$ cat config.mk
export PLATFORM = sky130hd
export DESIGN_NAME = mole_scheduler
export DESIGN_NICKNAME = d
export VERILOG_FILES = /design/src/rtl/whack_pkg.sv /design/src/rtl/ms_timer.sv /design/src/rtl/mole_scheduler.sv
export SDC_FILE = /design/constraint.sdc
export NUM_CORES = 1
export LEC_CHECK = 0
export CORE_MARGIN = 10
export CORE_UTILIZATION = 30
export DETAILED_ROUTE_END_ITERATION = 16
export SLEW_MARGIN = 20
export SYNTH_ARGS = -nofsm -noshare
export SYNTH_HDL_FRONTEND = slang
export SYNTH_SLANG_ARGS = --single-unit
export TNS_END_PERCENT = 30
$ cat constraint.sdc
create_clock -name clk -period 2.8 [get_ports clk]
set_input_delay 0.7 -clock clk [delete_from_list [all_inputs] [get_ports clk]]
set_output_delay 0.7 -clock clk [all_outputs]
set_load 0.005 [all_outputs]
$ cat src/rtl/whack_pkg.sv
// Shared types and default timing for the whack-a-mole sequencer.
// Timing constants count 1 ms ticks.
package whack_pkg;
    typedef enum logic [2:0] {S_IDLE, S_GAP, S_SHOW, S_HIT, S_DONE} state_t;

    localparam int NHOLE       = 8;
    localparam int IDX_W       = $clog2(NHOLE);
    localparam int TMR_W       = 16;
    localparam int ROUNDS_DEF  = 20;
    localparam int SHOW_MS_DEF = 800;
    localparam int GAP_MS_DEF  = 300;
    localparam int HIT_MS_DEF  = 100;
endpackage

$ cat src/rtl/ms_timer.sv
// Tick counter with synchronous clear and a terminal-count strobe.
// The strobe fires on the tick that completes `limit` ticks.
module ms_timer
    import whack_pkg::*;
(
    input  logic             clk,
    input  logic             rst_n,
    input  logic             tick,
    input  logic             clr,
    input  logic [TMR_W-1:0] limit,
    output logic             tc
);
    logic [TMR_W-1:0] cnt_q, cnt_d;

    always_comb begin
        cnt_d = cnt_q;
        if (clr)       cnt_d = '0;
        else if (tick) cnt_d = cnt_q + 1'b1;
    end

    assign tc = tick && (cnt_q == limit - 1'b1);

    always_ff @(posedge clk) begin
        if (!rst_n) cnt_q <= '0;
        else        cnt_q <= cnt_d;
    end
endmodule

$ cat src/rtl/mole_scheduler.sv
// Whack-a-mole game sequencer: picks holes from the LFSR, times show/gap/hit
// windows in ms ticks, and tracks hits, misses and rounds.
module mole_scheduler
    import whack_pkg::*;
#(
    parameter int NHOLE   = whack_pkg::NHOLE,
    parameter int ROUNDS  = ROUNDS_DEF,
    parameter int SHOW_MS = SHOW_MS_DEF,
    parameter int GAP_MS  = GAP_MS_DEF,
    parameter int HIT_MS  = HIT_MS_DEF
) (
    input  logic             clk,
    input  logic             rst_n,
    input  logic             tick_ms,
    input  logic             start,
    input  logic [3:0]       rnd,
    input  logic [NHOLE-1:0] key,
    output logic [NHOLE-1:0] mole_led,
    output logic             hit_flash,
    output logic [7:0]       score,
    output logic [7:0]       miss,
    output logic [7:0]       round_cnt,
    output logic             busy,
    output logic             game_over
);
    localparam int               IW     = $clog2(NHOLE);
    localparam logic [NHOLE-1:0] ONE    = NHOLE'(1);
    localparam logic [TMR_W-1:0] GAP_L  = TMR_W'(GAP_MS);
    localparam logic [TMR_W-1:0] SHOW_L = TMR_W'(SHOW_MS);
    localparam logic [TMR_W-1:0] HIT_L  = TMR_W'(HIT_MS);

    state_t           state_q, state_d;
    logic [IW-1:0]    last_idx_q, last_idx_d, pick;
    logic [7:0]       score_q, score_d, miss_q, miss_d, round_q, round_d;
    logic [NHOLE-1:0] mole_led_q, mole_led_d;
    logic             hit_flash_q, hit_flash_d, busy_q, busy_d, game_over_q, game_over_d;
    logic             tmr_clr, tmr_tc;
    logic [TMR_W-1:0] tmr_limit;

    ms_timer u_tmr (
        .clk   (clk),
        .rst_n (rst_n),
        .tick  (tick_ms),
        .clr   (tmr_clr),
        .limit (tmr_limit),
        .tc    (tmr_tc)
    );

    always_comb begin
        case (state_q)
            S_SHOW:  tmr_limit = SHOW_L;
            S_HIT:   tmr_limit = HIT_L;
            default: tmr_limit = GAP_L;
        endcase
    end

    // Bump a repeated hole to its neighbour; wraps since NHOLE is a power of 2.
    always_comb begin
        pick = rnd[IW-1:0];
        if (pick == last_idx_q) pick = pick + 1'b1;
    end

    always_comb begin
        state_d    = state_q;
        last_idx_d = last_idx_q;
        score_d    = score_q;
        miss_d     = miss_q;
        round_d    = round_q;
        tmr_clr    = 1'b0;
        case (state_q)
            S_IDLE, S_DONE: begin
                if (start) begin
                    score_d = '0;
                    miss_d  = '0;
                    round_d = '0;
                    tmr_clr = 1'b1;
                    state_d = S_GAP;
                end
            end
            S_GAP: begin
                if (tmr_tc) begin
                    tmr_clr = 1'b1;
                    if (round_q == 8'(ROUNDS)) begin
                        state_d = S_DONE;
                    end else begin
                        state_d    = S_SHOW;
                        last_idx_d = pick;
                        round_d    = round_q + 1'b1;
                    end
                end
            end
            S_SHOW: begin
                if (key[last_idx_q]) begin
                    if (score_q != 8'hff) score_d = score_q + 1'b1;
                    tmr_clr = 1'b1;
                    state_d = S_HIT;
                end else if (tmr_tc) begin
                    if (miss_q != 8'hff) miss_d = miss_q + 1'b1;
                    tmr_clr = 1'b1;
                    state_d = S_GAP;
                end
            end
            S_HIT: begin
                if (tmr_tc) begin
                    tmr_clr = 1'b1;
                    state_d = S_GAP;
                end
            end
            default: state_d = S_IDLE;
        endcase

        mole_led_d  = (state_d == S_SHOW) ? (ONE << last_idx_d) : '0;
        hit_flash_d = (state_d == S_HIT);
        busy_d      = (state_d == S_GAP) || (state_d == S_SHOW) || (state_d == S_HIT);
        game_over_d = (state_d == S_DONE);
    end

    always_ff @(posedge clk) begin
        if (!rst_n) begin
            state_q     <= S_IDLE;
            last_idx_q  <= '0;
            score_q     <= '0;
            miss_q      <= '0;
            round_q     <= '0;
            mole_led_q  <= '0;
            hit_flash_q <= 1'b0;
            busy_q      <= 1'b0;
            game_over_q <= 1'b0;
        end else begin
            state_q     <= state_d;
            last_idx_q  <= last_idx_d;
            score_q     <= score_d;
            miss_q      <= miss_d;
            round_q     <= round_d;
            mole_led_q  <= mole_led_d;
            hit_flash_q <= hit_flash_d;
            busy_q      <= busy_d;
            game_over_q <= game_over_d;
        end
    end

    assign mole_led  = mole_led_q;
    assign hit_flash = hit_flash_q;
    assign score     = score_q;
    assign miss      = miss_q;
    assign round_cnt = round_q;
    assign busy      = busy_q;
    assign game_over = game_over_q;
endmodule

==> results.sh, run 1 <==
export IMPL_run_status="finished clean"
export IMPL_slew_limit_headroom_pct=62.1
export IMPL_grt_busiest_layer="met2"
export IMPL_maxCapViolCount=0
export IMPL_antenna_found_initial=0
export IMPL_async_flop_share_pct=0
export IMPL_whs_ns=0.507
export IMPL_drc=0
export IMPL_ys_ff_latch=57
export IMPL_row_count=36
export IMPL_finClkSkew_ns=0.00507
export IMPL_area_growth_pct=31.7
export IMPL_clk_latency_ns=0.33
export IMPL_track_usage_pct=10.2
export IMPL_setup_viol=0
export IMPL_p_per_area_nw_per_um2=451
export IMPL_viasPerCell=4.71
export IMPL_multi_input_area_um2=1730
export IMPL_crit_type="in -> reg"
export IMPL_clockBufferDepth=2
export IMPL_placed_cells=522
export IMPL_leakage_nw=1.39
export IMPL_synth_area_per_cell_um2=8.91
export IMPL_fp_dieW_um=120
export IMPL_cts_tree="done"
export IMPL_synth_warning_count=0
export IMPL_arrival_ns=2.73
export IMPL_fmax_ghz=0.404
export IMPL_hold_buffers=0
export IMPL_die_y_um=120
export IMPL_routed_wl_mm=7.07
export IMPL_final_antenna_net_count=0
export IMPL_grt_max_degree=17
export IMPL_drive_gt1_share_pct=13.4
export IMPL_wl_per_cell_um=13.2
export IMPL_start_util_pct=30.6
export IMPL_ys_types=60
export IMPL_worstMarginPinSlew_ns=0.553
export IMPL_fill_cells=989
export IMPL_core_um2=9730
export IMPL_grt_pass1_wl_mm=12.2
export IMPL_clock_sinks=57
export IMPL_cts_resized=0
export IMPL_grt_setup_unrepaired="false"
export IMPL_synth_cell_area_um2=2980
export IMPL_hold_violations=0
export IMPL_crit_fanout=12
export IMPL_synth_edf_count=0
export IMPL_die_area_um2=14300
export IMPL_ios=51
export IMPL_grt_overflow=0
export IMPL_power_mw=1.77
export IMPL_vias=2527
export IMPL_postSynthCellCount=334
export IMPL_drtIter0Drc=118
export IMPL_grt_pass1_vias=2591
export IMPL_ctsHtreeMaxLevel=3
export IMPL_stdcell_count=537
export IMPL_fin_crit_sh_pct=88.3
export IMPL_cp_start_kind="primary input"
export IMPL_syn_nets=356
export IMPL_worstPathRequired_ns=3.06
export IMPL_grtUsageMet2_pct=16.7
export IMPL_cts_buffers=9
export IMPL_ff2ff_setup_slack_ns=0.41
export IMPL_clockRootBuffer="clkbuf_8"
export IMPL_hold_class="reg -> reg"
export IMPL_first_pass_iters=4
export IMPL_use_met3_pct=3.52
export IMPL_finalCriticalPeriod_ns=2.47
export IMPL_maxSlewViolCount=0
export IMPL_synth_flop_cell="dfxtp_1"
export IMPL_antenna_cells=0
export IMPL_detailed_place_hpwl_mm=5.53
export IMPL_crit_path_end_kind="flip-flop"
export IMPL_synth_seq_area_share_pct=38.4
export IMPL_clk_pin_slew_ns=0.06
export IMPL_ir_drop_v=0.000181
export IMPL_regArea_um2=1140
export IMPL_num_nets_final=422
export IMPL_grtUsageMet1_pct=11.9
export IMPL_cts_setup_buffers=0
export IMPL_gp_congestion=0.800
export IMPL_io_buffers=49
## report_power, final
part | leakage (nW) | total (mW) | switching [mW] | internal (mW)
Sequential | 0.460 | 0.823 | 0.00672 | 0.817
Clock | 0.112 | 0.808 | 0.306 | 0.502
Combinational | 0.820 | 0.135 | 0.0710 | 0.0639
Total | 1.39 | 1.77 | 0.384 | 1.38
## cell type report
type / instances / share of cell area, %
clock inverter: 2 / 0.894
multi-input combinational: 255 / 44.2
clock buffer: 13 / 4.57
sequential: 57 / 29.1
timing repair buffer: 68 / 16.2
inverter: 9 / 0.862
tap: 133 / 4.25
## sequential cells by signal (all words and copies together), names as in the netlist
register     flops
last_idx_q       3
u_tmr.cnt_q     16
mole_led         8
round_cnt        8
hit_flash        1
state_q          3
miss             8
busy             1
game_over        1
score            8
## per-stage QoR
stage | worst slack (ns) | utilization [%] | setup TNS (ns) | instance area (um2)
2_1_floorplan | 0.435 | - | 0 | 2980
3_3_place_gp | 0.0220 | 38.1 | 0 | 3700
3_5_place_dp | -0.0167 | 38.1 | -0.0326 | 3700
4_1_cts | 0.334 | 40.3 | 0 | 3920
5_1_grt | 0.183 | 40.3 | 0 | 3920
6_report | 0.328 | 40.3 | 0 | 3920
## placed cells by master, fill, tap and decap left out, drive strengths merged, types with 4 or more instances in the layout
| cell | synthesis | layout |
|---|---|---|
| dfxtp | 57 | 57 |
| clkdlybuf4s50 | 0 | 49 |
| nor2 | 39 | 39 |
| nand2 | 25 | 25 |
| nand3 | 20 | 20 |
| xnor2 | 20 | 20 |
| buf | 6 | 19 |
| mux2i | 13 | 13 |
| nor3 | 13 | 13 |
| clkbuf | 7 | 13 |
| a21oi | 11 | 11 |
| inv | 9 | 9 |
| xor2 | 9 | 9 |
| nor2b | 9 | 9 |
| and3 | 8 | 8 |
| nand4 | 7 | 7 |
| ha | 6 | 6 |
| and2 | 6 | 6 |
| mux2 | 5 | 5 |
| a211oi | 5 | 5 |
| or4 | 5 | 5 |
| nand2b | 4 | 4 |
| o21ai | 4 | 4 |
| a2111oi | 4 | 4 |
## metal layers
layer	share of wire [%]	routed length, um
met4	1.3	93
met2	46	3240
met1	47	3330
met3	5.7	405
met5	0	0
## kinds of logic (layout without fill, tap and decap cells)
| kind of cell | after synthesis | count (layout) | share of synthesized area (%) |
|---|---|---|---|
| buffers and inverters | 22 | 92 | 3.49 |
| adders and majority gates | 6 | 6 | 2.52 |
| and+or+nand+nor | 153 | 153 | 27.9 |
| xor gates and xnor gates | 29 | 29 | 8.54 |
| DFF | 57 | 57 | 38.4 |
| muxes | 18 | 18 | 6.27 |
| AOI/OAI and AO/OA | 49 | 49 | 12.9 |
## cells in the mapped netlist (3+ instances only)
library cell  count  share of area, %
mux2_2            5               1.9
ha_1              6               2.5
and2_1            5               1.1
or4_1             3              0.76
and3_1            8               1.7
a21oi_1           9               1.5
nand2_1          24               3.0
xnor2_1          20               5.9
inv_1             9               1.1
mux2i_1          13               4.4
dfxtp_1          57                38
nand4_1           6               1.3
nor2b_1           7               1.5
a211oi_1          5               1.3
nor2_1           38               4.8
nand2b_1          4              0.84
o21ai_0           4              0.67
clkbuf_1          7              0.88
nor3_1           13               2.2
buf_4             3              0.76
or3_1             3              0.63
a2111oi_0         4               1.2
xor2_1            9               2.6
nand3_1          20               3.4
## worst max-delay path, stage by stage
cell             delay (ns)
clkdlybuf4s50_1        0.40
mux2_2                 0.26
a2bb2oi_1              0.19
o2bb2a_1               0.29
o22ai_1                0.08
buf_4                  0.18
or4_1                  0.48
a21oi_1                0.15
## worst paths after layout
kind	cells after the start	to	startpoint
max	8	miss[7]$_SDFFE_PN0P_	key[7]
min	2	miss[7]$_SDFFE_PN0P_	miss[7]$_SDFFE_PN0P_
max reg2reg	8	miss[7]$_SDFFE_PN0P_	u_tmr.cnt_q[0]$_SDFFE_PP0P_
min reg2reg	2	miss[7]$_SDFFE_PN0P_	miss[7]$_SDFFE_PN0P_
Note: power is estimated with default switching activity, not from simulation.
==> inputs of run 2 (changes only) <==
--- a/config.mk
+++ b/config.mk
@@ -8,6 +8,7 @@
 export CORE_MARGIN = 10
 export CORE_UTILIZATION = 30
 export DETAILED_ROUTE_END_ITERATION = 16
+export REMOVE_ABC_BUFFERS = 1
 export SLEW_MARGIN = 20
 export SYNTH_ARGS = -nofsm -noshare
 export SYNTH_HDL_FRONTEND = slang
==> run 2 against run 1 <==
  * Critical path depth is the same
  * Flip-flop and latch count unchanged
  * Global-route usage fell by 0.086 points
  * Cell count shrank 0.19%
  * Clock skew rose by 0.0014 ns
  * Register-to-register slack worse by 0.02 ns
  * Fmax up 0.72%
  * Power rose by 1.2%
  * Clock power up 2.8%
  * First-iteration DRC count is 14% lower
  * Via count decreased by 0.12%
  * Sequential power about the same
==> results.sh, run 2 (synthesis gave the netlist of run 1 again) <==
export IMPL_die_y_um=120
export IMPL_largest_reg_flops=16
export IMPL_drc=0
export IMPL_core_um2=9730
export IMPL_cts_resized=0
export IMPL_start_util_pct=30.6
export IMPL_maxSlewViolCount=0
export IMPL_cts_setup_buffers=0
export IMPL_grtUsageMet2_pct=15.3
export IMPL_finClkSkew_ns=0.00652
export IMPL_leakage_nw=1.37
export IMPL_hold_class="reg -> reg"
export IMPL_clock_sinks=57
export IMPL_first_pass_iters=4
export IMPL_io_buffers=49
export IMPL_worstPathRequired_ns=3.07
export IMPL_worstMarginPinSlew_ns=0.534
export IMPL_clk_pin_slew_ns=0.07
export IMPL_use_met3_pct=3.70
export IMPL_cp_start_kind="primary input"
export IMPL_row_count=36
export IMPL_grt_overflow=0
export IMPL_ir_drop_v=0.000235
export IMPL_drive_gt1_share_pct=12.9
export IMPL_grt_setup_unrepaired="false"
export IMPL_grt_busiest_layer="met2"
export IMPL_ctsHtreeMaxLevel=3
export IMPL_final_antenna_net_count=0
export IMPL_antenna_cells=0
export IMPL_run_status="finished clean"
export IMPL_antenna_found_initial=0
export IMPL_layout_commonest_cell="dfxtp_1"
export IMPL_hold_buffers=0
export IMPL_wl_per_cell_um=13.2
export IMPL_crit_fanout=14
export IMPL_routed_wl_mm=7.06
export IMPL_setup_viol=0
export IMPL_grt_pass1_wl_mm=11.9
export IMPL_hold_violations=0
export IMPL_fmax_ghz=0.407
export IMPL_cts_tree="done"
export IMPL_detailed_place_hpwl_mm=5.29
export IMPL_p_per_area_nw_per_um2=458
export IMPL_final_util_pct=40.1
export IMPL_area_growth_pct=31.1
export IMPL_maxCapViolCount=0
export IMPL_num_nets_final=420
export IMPL_vias=2524
export IMPL_grt_pass1_vias=2522
export IMPL_ff2ff_setup_slack_ns=0.39
export IMPL_track_usage_pct=10.1
export IMPL_ios=51
export IMPL_slew_limit_headroom_pct=63.5
export IMPL_clk_latency_ns=0.34
export IMPL_grtUsageMet1_pct=12.5
export IMPL_layout_common_cells="dfxtp_1 (57), clkdlybuf4s50_1 (49), nor2_1 (38)"
export IMPL_die_area_um2=14300
export IMPL_drtIter0Drc=101
export IMPL_finalCriticalPeriod_ns=2.45
export IMPL_tns_ns=0
export IMPL_grt_max_degree=17
export IMPL_clockBufferDepth=2
export IMPL_clockRootBuffer="clkbuf_8"
export IMPL_crit_path_end_kind="flip-flop"
export IMPL_regMostFlops="u_tmr.cnt_q"
export IMPL_arrival_ns=2.72
export IMPL_crit_type="in -> reg"
export IMPL_gp_congestion=0.802
export IMPL_viasPerCell=4.71
export IMPL_fp_dieW_um=120
export IMPL_cts_buffers=9
export IMPL_fin_crit_sh_pct=87.7
==> run 2: cell types whose count changed in the layout (fill, tap and decap cells not counted), sizes merged <==
| cell | before | now |
|---|---|---|
| clkbuf | 13 | 10 |
| buf | 19 | 17 |
| clkinv | 1 | 3 |
| bufinv | 1 | 2 |
| clkinvlp | 0 | 1 |
==> run 2: per-layer routing <==
metal,vias up,wire (um)
li1,1313,-
met1,1162,3400
met2,40,3130
met3,9,406
met4,0,129
met5,-,0
==> run 2: critical path, stage by stage <==
cell,delay [ns]
clkdlybuf4s50_1,0.51
buf_4,0.17
nand4_1,0.09
nor4_1,0.31
o22ai_1,0.13
buf_4,0.19
or4_1,0.47
a21oi_1,0.16
==> run 2: per-stage QoR <==
step	worst slack [ns]	power, mW	cells	cell area, um2	hold WS [ns]
finish	0.345	1.79	536	3900	0.507
global route	0.194	1.86	536	3900	0.523
CTS	0.366	1.81	536	3900	0.503
detailed placement	0.0261	0.973	520	3690	0.490
global placement	0.0324	0.970	520	3690	0.483
floorplan	0.232	0.910	321	2910	0.470
==> run 2: power breakdown <==
part           internal [mW]  switching, mW
Combinational         0.0597         0.0722
Sequential             0.816        0.00671
Clock                  0.496          0.335
Total                   1.37          0.414
==> run 2: final cells by class <==
cell class,count,area [um2]
Timing Repair Buffer,66,618
Clock inverter,6,82.6
Inverter,9,33.8
Tap cell,133,166
Fill cell,987,5830
Sequential cell,57,1140
Clock buffer,10,128
Multi-Input combinational cell,255,1730
==> run 2: worst paths after layout <==
path,start,end,cells after the start
worst max-delay path,tick_ms,miss[7]$_SDFFE_PN0P_,8
worst min-delay path,round_cnt[7]$_SDFFE_PN0P_,round_cnt[7]$_SDFFE_PN0P_,2
worst max register to register,u_tmr.cnt_q[0]$_SDFFE_PP0P_,mole_led[0]$_SDFF_PP0_,7
worst min register to register,round_cnt[7]$_SDFFE_PN0P_,round_cnt[7]$_SDFFE_PN0P_,2
==> inputs of run 3 (changes only) <==
--- a/config.mk
+++ b/config.mk
@@ -6,8 +6,9 @@
 export NUM_CORES = 1
 export LEC_CHECK = 0
 export CORE_MARGIN = 10
-export CORE_UTILIZATION = 30
+export CORE_UTILIZATION = 53
 export DETAILED_ROUTE_END_ITERATION = 16
+export PLACE_DENSITY = 0.8
 export REMOVE_ABC_BUFFERS = 1
 export SLEW_MARGIN = 20
 export SYNTH_ARGS = -nofsm -noshare
==> run 3 against run 2 <==
  * Fmax about the same
  * Combinational power about the same
  * Setup slack improved by 0.00091 ns
  * Register-to-register slack worse by 0.04 ns
  * Critical path type is now reg -> reg
  * Critical endpoint unchanged
  * Largest cell class unchanged
==> results.sh, run 3 (synthesis gave the netlist of run 1 again) <==
export IMPL_run_status="finished clean"
export IMPL_hold_violations=0
export IMPL_maxCapViolCount=0
export IMPL_row_count=27
export IMPL_r2r_start="u_tmr.cnt_q[0]$_SDFFE_PP0P_"
export IMPL_clockBufferDepth=2
export IMPL_antenna_cells=0
export IMPL_path_buf_inv=1
export IMPL_drtIter0Drc=81
export IMPL_vias=2523
export IMPL_critPathMaxStageDelay_ns=0.48
export IMPL_grt_overflow=0
export IMPL_grt_setup_unrepaired="false"
export IMPL_tns_ns=0
export IMPL_worstMarginPinSlew_ns=0.550
export IMPL_crit_type="reg -> reg"
export IMPL_slew_limit_headroom_pct=62.4
export IMPL_cts_setup_buffers=0
export IMPL_clk_latency_ns=0.34
export IMPL_grt_max_degree=17
export IMPL_stdcell_count=470
export IMPL_worst_path_max_delay_cell="nor4_1"
export IMPL_fill_cells=445
export IMPL_cts_resized=0
export IMPL_p_per_area_nw_per_um2=430
export IMPL_crit_path_end_kind="flip-flop"
export IMPL_ios=51
export IMPL_placed_cells=456
export IMPL_antenna_found_initial=0
export IMPL_die_area_um2=9010
export IMPL_finalCriticalPeriod_ns=2.45
export IMPL_path_delay_family="simple AND/OR/NAND/NOR gates"
export IMPL_setup_viol=0
export IMPL_area_growth_pct=26.2
export IMPL_fp_dieW_um=94.9
export IMPL_p_clk_share_pct=40.9
export IMPL_start_util_pct=54.4
export IMPL_final_antenna_net_count=0
export IMPL_drc=0
export IMPL_cts_buffers=9
export IMPL_wl_per_cell_um=14.0
export IMPL_hold_class="reg -> reg"
export IMPL_first_pass_iters=4
export IMPL_gp_congestion=0.787
export IMPL_die_y_um=94.9
export IMPL_hold_buffers=0
export IMPL_largest_reg_flops=16
export IMPL_p_seq_share_pct=51.0
export IMPL_clock_sinks=57
export IMPL_grt_pass1_wl_mm=10.8
export IMPL_fmax_ghz=0.408
export IMPL_ir_drop_v=0.000351
export IMPL_crit_path_cell_trace="ha_1 -> nor4b_2 -> nand3_1 -> nor4_1 -> o22ai_1 -> buf_4 -> or4_1 -> a21oi_1"
export IMPL_intPower_mw=1.24
export IMPL_leakage_nw=1.34
export IMPL_maxSlewViolCount=0
export IMPL_io_buffers=49
export IMPL_detailed_place_hpwl_mm=4.92
export IMPL_grt_pass1_vias=2322
export IMPL_clockRootBuffer="clkbuf_8"
export IMPL_track_usage_pct=15.0
export IMPL_num_nets_final=417
export IMPL_layout_common_cells="dfxtp_1 (57), clkdlybuf4s50_1 (49), nor2_1 (38)"
export IMPL_clk_pin_slew_ns=0.06
export IMPL_drive_gt1_share_pct=11.3
export IMPL_arrival_ns=2.72
export IMPL_core_um2=5470
export IMPL_fin_crit_sh_pct=87.6
export IMPL_crit_start="u_tmr.cnt_q[0]$_SDFFE_PP0P_"
export IMPL_regMostFlops="u_tmr.cnt_q"
export IMPL_layout_commonest_cell="dfxtp_1"
export IMPL_combPwrFrac_pct=8.1
export IMPL_cts_tree="done"
export IMPL_viasPerCell=5.37
export IMPL_power_switching_mw=0.377
export IMPL_hold_start="round_cnt[7]$_SDFFE_PN0P_"
export IMPL_p_sw_share_pct=23.4
export IMPL_worstPathRequired_ns=3.07
export IMPL_finClkSkew_ns=0.00491
export IMPL_crit_fanout=14
export IMPL_cp_start_kind="flip-flop"
export IMPL_routed_wl_mm=6.60
export IMPL_ctsHtreeMaxLevel=3
-- run 3: cell types whose count changed in the layout (fill, tap and decap cells not counted), sizes merged --
cell / before / now
clkinvlp: 1 / 0
bufinv: 2 / 0
clkbuf: 10 / 14
clkinv: 3 / 0
buf: 17 / 14
-- run 3: stage by stage --
stage | cell area (um2) | hold WS (ns) | utilization [%] | power, mW | setup slack (ns)
6_report | 3750 | 0.487 | 68.6 | 1.61 | 0.346
5_1_grt | 3750 | 0.512 | 68.6 | 1.66 | 0.143
4_1_cts | 3750 | 0.490 | 68.6 | 1.63 | 0.362
3_5_place_dp | 3590 | 0.480 | 65.6 | 0.969 | 0.0276
3_3_place_gp | 3590 | 0.476 | 65.6 | 0.965 | 0.0641
2_1_floorplan | 2910 | 0.470 | - | 0.910 | 0.232
-- run 3: power by group through the flow --
stage                     sequential [mW]  clock [mW]  combinational [mW]
after detailed placement            0.840           0               0.129
after global routing                0.824       0.699               0.143
after floorplan                     0.840           0              0.0705
after global placement              0.840           0               0.125
after CTS                           0.823       0.675               0.130
final                               0.823       0.660               0.131
-- run 3: path summary, 6_finish.rpt --
kind	depth (start not counted)	end	slack, ns
min	2	round_cnt[7]$_SDFFE_PN0P_	0.49
min reg2reg	2	round_cnt[7]$_SDFFE_PN0P_	0.49
max reg2reg	8	miss[7]$_SDFFE_PN0P_	0.35
max	8	miss[7]$_SDFFE_PN0P_	0.35
-- run 3: cell type report --
type	instances	area [um2]	area share (%)
Clock buffer	14	163	4.33
Inverter	9	33.8	0.900
Multi-Input combinational cell	255	1730	46.1
Sequential cell	57	1140	30.4
Tap cell	72	90.1	2.40
Timing Repair Buffer	63	596	15.9
-- run 3: worst register-to-register path, cell delays in order (launching register included) --
cell and delay [ns]:
dfxtp_1 0.37, ha_1 0.21, nor4b_2 0.19, nand3_1 0.17, nor4_1 0.48, o22ai_1 0.14, buf_4 0.19, or4_1 0.48
a21oi_1 0.15
-- run 3: per-layer routing --
layer  wire length [um]  up-vias  track usage (%)
met4                127        0             7.86
met2               3000       42             23.9
met5                  0        -                0
li1                   -     1313                -
met3                389       10             4.44
met1               3080     1158             18.0
